[src/rtl/regwr_arbiter_pkg.sv]
// Shared widths, constants and the write-entry payload for the register-file write-port arbiter.
package regwr_arbiter_pkg;

    localparam int unsigned RegAddrW       = 5;
    localparam int unsigned RegW           = 32;
    localparam int unsigned RegNum         = 32;
    localparam int unsigned RegWrFifoDepth = 2;
    localparam int unsigned EntryW         = RegAddrW + RegW;

    localparam logic [RegW-1:0]     ZeroWord    = '0;
    localparam logic [RegAddrW-1:0] ZeroAddr    = '0;
    localparam logic                WriteEnable = 1'b1;
    localparam logic                ReadEnable  = 1'b1;

    typedef struct packed {
        logic [RegAddrW-1:0] waddr;
        logic [RegW-1:0]     wdata;
    } regwr_entry_t;

endpackage

[src/rtl/regwr_fifo.sv]
// Small power-of-two FIFO; push when full and pop when empty are ignored.
module regwr_fifo #(
    parameter int unsigned DEPTH = 2,
    parameter int unsigned WIDTH = 37
) (
    input  logic             clk,
    input  logic             rst,
    input  logic             push,
    input  logic             pop,
    input  logic [WIDTH-1:0] din,
    output logic             full,
    output logic             empty,
    output logic [WIDTH-1:0] head
);

    localparam int unsigned PtrW = (DEPTH > 1) ? $clog2(DEPTH) : 1;
    localparam int unsigned CntW = PtrW + 1;

    logic [PtrW-1:0]  wr_ptr;
    logic [PtrW-1:0]  rd_ptr;
    logic [CntW-1:0]  count;
    logic [WIDTH-1:0] mem [DEPTH];
    logic             do_push;
    logic             do_pop;

    assign full    = (count == CntW'(DEPTH));
    assign empty   = (count == '0);
    assign do_push = push && !full;
    assign do_pop  = pop && !empty;
    assign head    = mem[rd_ptr];

    // Pointers wrap naturally because DEPTH is a power of two.
    always_ff @(posedge clk or negedge rst) begin
        if (!rst) begin
            wr_ptr <= '0;
            rd_ptr <= '0;
            count  <= '0;
        end else begin
            if (do_push) wr_ptr <= wr_ptr + PtrW'(1);
            if (do_pop)  rd_ptr <= rd_ptr + PtrW'(1);
            case ({do_push, do_pop})
                2'b10:   count <= count + CntW'(1);
                2'b01:   count <= count - CntW'(1);
                default: count <= count;
            endcase
        end
    end

    // Storage carries no reset; an entry is only read once count says it is valid.
    always_ff @(posedge clk) begin
        if (do_push) mem[wr_ptr] <= din;
    end

endmodule

[src/rtl/regwr_arbiter.sv]
// Register-file write-port arbiter (writeback first, then queued long-latency results)
// plus a pending-write scoreboard that stalls decode on RAW/WAW against in-flight ops.
module regwr_arbiter
    import regwr_arbiter_pkg::*;
#(
    parameter int unsigned DEPTH = RegWrFifoDepth,
    parameter int unsigned NREG  = RegNum
) (
    input  logic                clk,
    input  logic                rst,
    input  logic                wb_we,
    input  logic [RegAddrW-1:0] wb_waddr,
    input  logic [RegW-1:0]     wb_wdata,
    input  logic                lu_valid,
    output logic                lu_ready,
    input  logic [RegAddrW-1:0] lu_waddr,
    input  logic [RegW-1:0]     lu_wdata,
    input  logic                iss_valid,
    input  logic [RegAddrW-1:0] iss_waddr,
    input  logic                rd_re1,
    input  logic                rd_re2,
    input  logic [RegAddrW-1:0] rd_raddr1,
    input  logic [RegAddrW-1:0] rd_raddr2,
    output logic                stall_req,
    output logic                rf_we,
    output logic [RegAddrW-1:0] rf_waddr,
    output logic [RegW-1:0]     rf_wdata,
    output logic [NREG-1:0]     pending
);

    regwr_entry_t    fifo_din;
    regwr_entry_t    fifo_head;
    logic            fifo_full;
    logic            fifo_empty;
    logic            fifo_push;
    logic            wb_sel;
    logic            popping;
    logic            hit1;
    logic            hit2;
    logic            hit_iss;
    logic [NREG-1:0] pending_d;

    assign lu_ready  = !fifo_full;
    // Results for r0 are handshaken but dropped.
    assign fifo_push = lu_valid && lu_ready && (lu_waddr != ZeroAddr);
    assign fifo_din  = '{waddr: lu_waddr, wdata: lu_wdata};
    assign wb_sel    = (wb_we == WriteEnable) && (wb_waddr != ZeroAddr);
    assign popping   = !wb_sel && !fifo_empty;

    regwr_fifo #(
        .DEPTH (DEPTH),
        .WIDTH (EntryW)
    ) u_fifo (
        .clk   (clk),
        .rst   (rst),
        .push  (fifo_push),
        .pop   (popping),
        .din   (fifo_din),
        .full  (fifo_full),
        .empty (fifo_empty),
        .head  (fifo_head)
    );

    // Write-port select.
    always_comb begin
        rf_we    = 1'b0;
        rf_waddr = ZeroAddr;
        rf_wdata = ZeroWord;
        if (wb_sel) begin
            rf_we    = 1'b1;
            rf_waddr = wb_waddr;
            rf_wdata = wb_wdata;
        end else if (popping) begin
            rf_we    = 1'b1;
            rf_waddr = fifo_head.waddr;
            rf_wdata = fifo_head.wdata;
        end
    end

    // A register popped this cycle is forwarded by the file, so it no longer blocks.
    always_comb begin
        hit1      = pending[rd_raddr1] && !(popping && rf_waddr == rd_raddr1);
        hit2      = pending[rd_raddr2] && !(popping && rf_waddr == rd_raddr2);
        hit_iss   = pending[iss_waddr] && !(popping && rf_waddr == iss_waddr);
        stall_req = ((rd_re1 == ReadEnable) && (rd_raddr1 != ZeroAddr) && hit1)
                 || ((rd_re2 == ReadEnable) && (rd_raddr2 != ZeroAddr) && hit2)
                 || (iss_valid && (iss_waddr != ZeroAddr) && hit_iss);
    end

    // Clear applied before set so a same-edge set (newer op) wins.
    always_comb begin
        pending_d = pending;
        if (popping) pending_d[fifo_head.waddr] = 1'b0;
        if (iss_valid && !stall_req && (iss_waddr != ZeroAddr)) pending_d[iss_waddr] = 1'b1;
        pending_d[0] = 1'b0;
    end

    always_ff @(posedge clk or negedge rst) begin
        if (!rst) pending <= '0;
        else      pending <= pending_d;
    end

endmodule

[config.mk]
export PLATFORM = sky130hd
export DESIGN_NAME = regwr_arbiter
export DESIGN_NICKNAME = d
export VERILOG_FILES = /design/src/rtl/regwr_arbiter_pkg.sv /design/src/rtl/regwr_fifo.sv /design/src/rtl/regwr_arbiter.sv
export SDC_FILE = /design/constraint.sdc
export NUM_CORES = 1
export LEC_CHECK = 0
export ABC_AREA = 0
export BUFFER_PORTS_ARGS = -buffer_cell sky130_fd_sc_hd__buf_2
export CAP_MARGIN = 10
export CORE_MARGIN = 5
export CORE_UTILIZATION = 53
export DETAILED_ROUTE_END_ITERATION = 10
export GPL_TIMING_DRIVEN = 0
export HOLD_SLACK_MARGIN = 0.02
export PLACE_DENSITY = 0.81
export SLEW_MARGIN = 20
export SYNTH_ARGS = -nofsm -noshare
export SYNTH_HDL_FRONTEND = slang
export SYNTH_SLANG_ARGS = --single-unit
export TNS_END_PERCENT = 30
[constraint.sdc]
create_clock -name clk -period 3.48 [get_ports clk]
set_input_delay 0.696 -clock clk [delete_from_list [all_inputs] [get_ports clk]]
set_output_delay 0.696 -clock clk [all_outputs]
set_load 0.03 [all_outputs]
==> out/metrics.yaml <==
finalClockSkew_ns: 0.0116
synth_top_family_by_area: "compound AO/OA/AOI/OAI gates"
min-delay-path-class: "in2async"
start_util: 0.540
peakVddDrop_v: 0.000464
grt_util_all_layers: 0.254
setup_ws_ns: -0.119
rrSetupSlack_ns: 0.60
setup_viol: 1
gp_congestion: 0.927
drive_above_1_share: 0.364
critPathKind: "in2out"
cts_tree: "built"
power_density_nw_per_um2: 804
maxCapViolations: 0
antenna_found_initial: 0
rsz0062_at_grt: "true"
core_um2: 11400
synth_ff_type: "edfxtp_1"
num_rows: 39
dr.pass1.iters: 6
dp.cells: 857
ctsHoldBuffers: 0
ant_nets: 0
worstPathRequired_ns: 2.78
rr_startpoint: "u_fifo.rd_ptr"
first_iter_violations: 450
arrival_ns: 2.90
grt_pass1_wl_mm: 28.5
wirelength_mm: 18.0
ioPinCount: 168
finalSetupTns_ns: -0.119
report.final.hold_viol_count: 0
synth_edf_count: 74
die_y_um: 118
synth_fa_ha_area_frac: 0.00204
drcViolationCount: 0
grt-ovfl-total: 0
crit_fanout: 7
startpoint: "wb_waddr[3]"
netlist_area_um2: 6140
synth_compound_area_frac: 0.160
fmaxAchievable_mhz: 278
yosysUniqueCellTypes: 55
drv_slew: 0
cts_made_buffers: 9
dp_hpwl_mm: 13.3
stdcell_count: 881
fin_util: 0.672
viasPerCell: 6.12
path_clk_slew_ns: 0.07
syn_nets: 651
max_slew_margin: 0.462
grt_start_max_net_pins: 36
die-area_um2: 13800
synthSimpleGateAreaFrac: 0.122
async_flop_share: 0.321
synthMuxAreaShare: 0.151
cts-root-buf: "clkbuf_16"
synth-seq-cells: 109
yosys_warnings: 0
ctsHtreeMaxLevel: 3
num-fill-cells: 873
grt_pass1_vias: 5463
die_w_um: 118
fin_total_pwr_mw: 6.14
wl_per_cell_um: 20.4
routed-via-count: 5388
clkSinkCount: 109
min_period_ns: 3.60
synthXorXnorAreaFrac: 0.0214
worstSkewPairLatency_ns: 0.35
layout.nets: 830
seq_area_frac_synth: 0.505
critPathCaptureType: "output port"
violations: "negative setup slack"
syn_inst: 554
area_growth_syn_to_layout_pct: 24.5
finalCritPeriodShare: 1.03
portBuffers: 158
worstSetupStartpointType: "input port"
avgSynthCellArea_um2: 11.1
power_leakage_nw: 3.15
tightest_slew_ns: 0.807
status: "finished, violations left"
clockBufferDepth: 2
n_antenna_cell: 0
==> worst paths after layout <==
kind / to / depth (start not counted)
max in group asynchronous: pending[6] / 1
hold reg to reg: u_fifo.count[1] / 1
min in group clk: u_fifo.count[1] / 1
setup reg to reg: pending[30] / 11
setup / recovery: stall_req / 10
hold / removal: pending[30] / 1
==> sequential cells by signal, indices dropped and copies added, names as in the netlist <==
name           flops
u_fifo.mem        74
u_fifo.rd_ptr      1
u_fifo.count       2
u_fifo.wr_ptr      1
pending           31
==> layout make-up <==
| type | count | area, um^2 | area share |
|---|---|---|---|
| Sequential cell | 109 | 3100 | 0.405 |
| Multi-Input combinational cell | 398 | 2920 | 0.382 |
| Timing Repair Buffer | 168 | 912 | 0.119 |
| Clock buffer | 11 | 253 | 0.0331 |
| Buffer | 39 | 208 | 0.0272 |
| Tap cell | 143 | 179 | 0.0234 |
| Clock inverter | 5 | 41.3 | 0.00540 |
| Inverter | 8 | 35.0 | 0.00458 |
==> Yosys cell counts (all sizes together), types with 3 or more instances <==
library cell  number  share of area
o41ai              3         0.0055
dfrtp             35           0.14
a32oi              4         0.0057
nand2b             3         0.0031
inv                7         0.0043
nand3              8         0.0073
o31ai             34          0.042
a21oi              4         0.0033
edfxtp            74           0.36
o21ai             67          0.074
mux2               7          0.013
o22ai              4         0.0041
buf               17          0.020
nand3b             6         0.0073
mux2i             53          0.086
a22oi              3         0.0037
xnor2              8          0.011
clkbuf            22          0.013
nor2b              5         0.0051
xor2               7          0.010
nand2             90          0.055
a2111oi            4         0.0067
mux4              14          0.051
nor2              47          0.029
==> report_power, final <==
part / total (mW) / switching, mW / internal [mW]
clock: 1.00 / 0.469 / 0.533
sequential: 2.18 / 0.373 / 1.81
combinational: 2.96 / 1.92 / 1.04
total: 6.14 / 2.76 / 3.38
==> layout by cell type, fill, tap and decap left out, types with 8 or more instances in the layout <==
cell type,Yosys,final
clkbuf_16,0,9
buf_4,4,13
buf_6,5,8
mux2i_1,53,53
buf_2,5,161
o21ai_2,31,31
dfrtp_1,35,35
o21ai_0,35,35
clkbuf_1,22,21
mux4_2,14,14
xnor2_1,8,8
o31ai_1,33,33
nor2_1,47,45
edfxtp_1,74,74
nand2_1,90,90
==> routing by layer <==
metal	track usage	wire [um]	up-vias
met5	0	0	-
met4	0.115	585	0
met3	0.0634	1790	54
met2	0.411	8810	329
met1	0.321	6810	2586
li1	-	-	2419
==> cell families (layout without fill, tap and decap cells) <==
kind of cell,after synthesis,count (layout)
mux,74,74
buf+inv,47,231
xor+xnor,15,15
fa+ha+maj,1,1
other cells,1,1
compound gates,135,135
simple gates,172,172
flops,109,109
==> critical path, stage by stage <==
cell and delay (ns):
buf_6 0.09, or4_4 0.51, o21a_1 0.19, buf_6 0.14, o31ai_4 0.32, xor2_2 0.14
o41ai_4 0.36, o21ai_2 0.15, nand2b_4 0.17, buf_6 0.13
==> what timing repair did <==
item / in CTS / in global routing
setup buffers: 6 / 2
resized for setup: 10 / 10
endpoints found under the setup margin: 6 / 7
pin swaps: 4 / 4
==> per-stage QoR <==
step | setup WS (ns) | area (um^2) | hold slack [ns]
after detailed placement | -0.243 | 7180 | 0.511
after floorplan | 0.00475 | 6160 | 0.400
after CTS | -0.155 | 7560 | 0.453
after global routing | -0.168 | 7640 | 0.509
final | -0.119 | 7640 | 0.436
after global placement | -0.417 | 7130 | 0.482
Note: power is estimated with default switching activity, not from simulation.
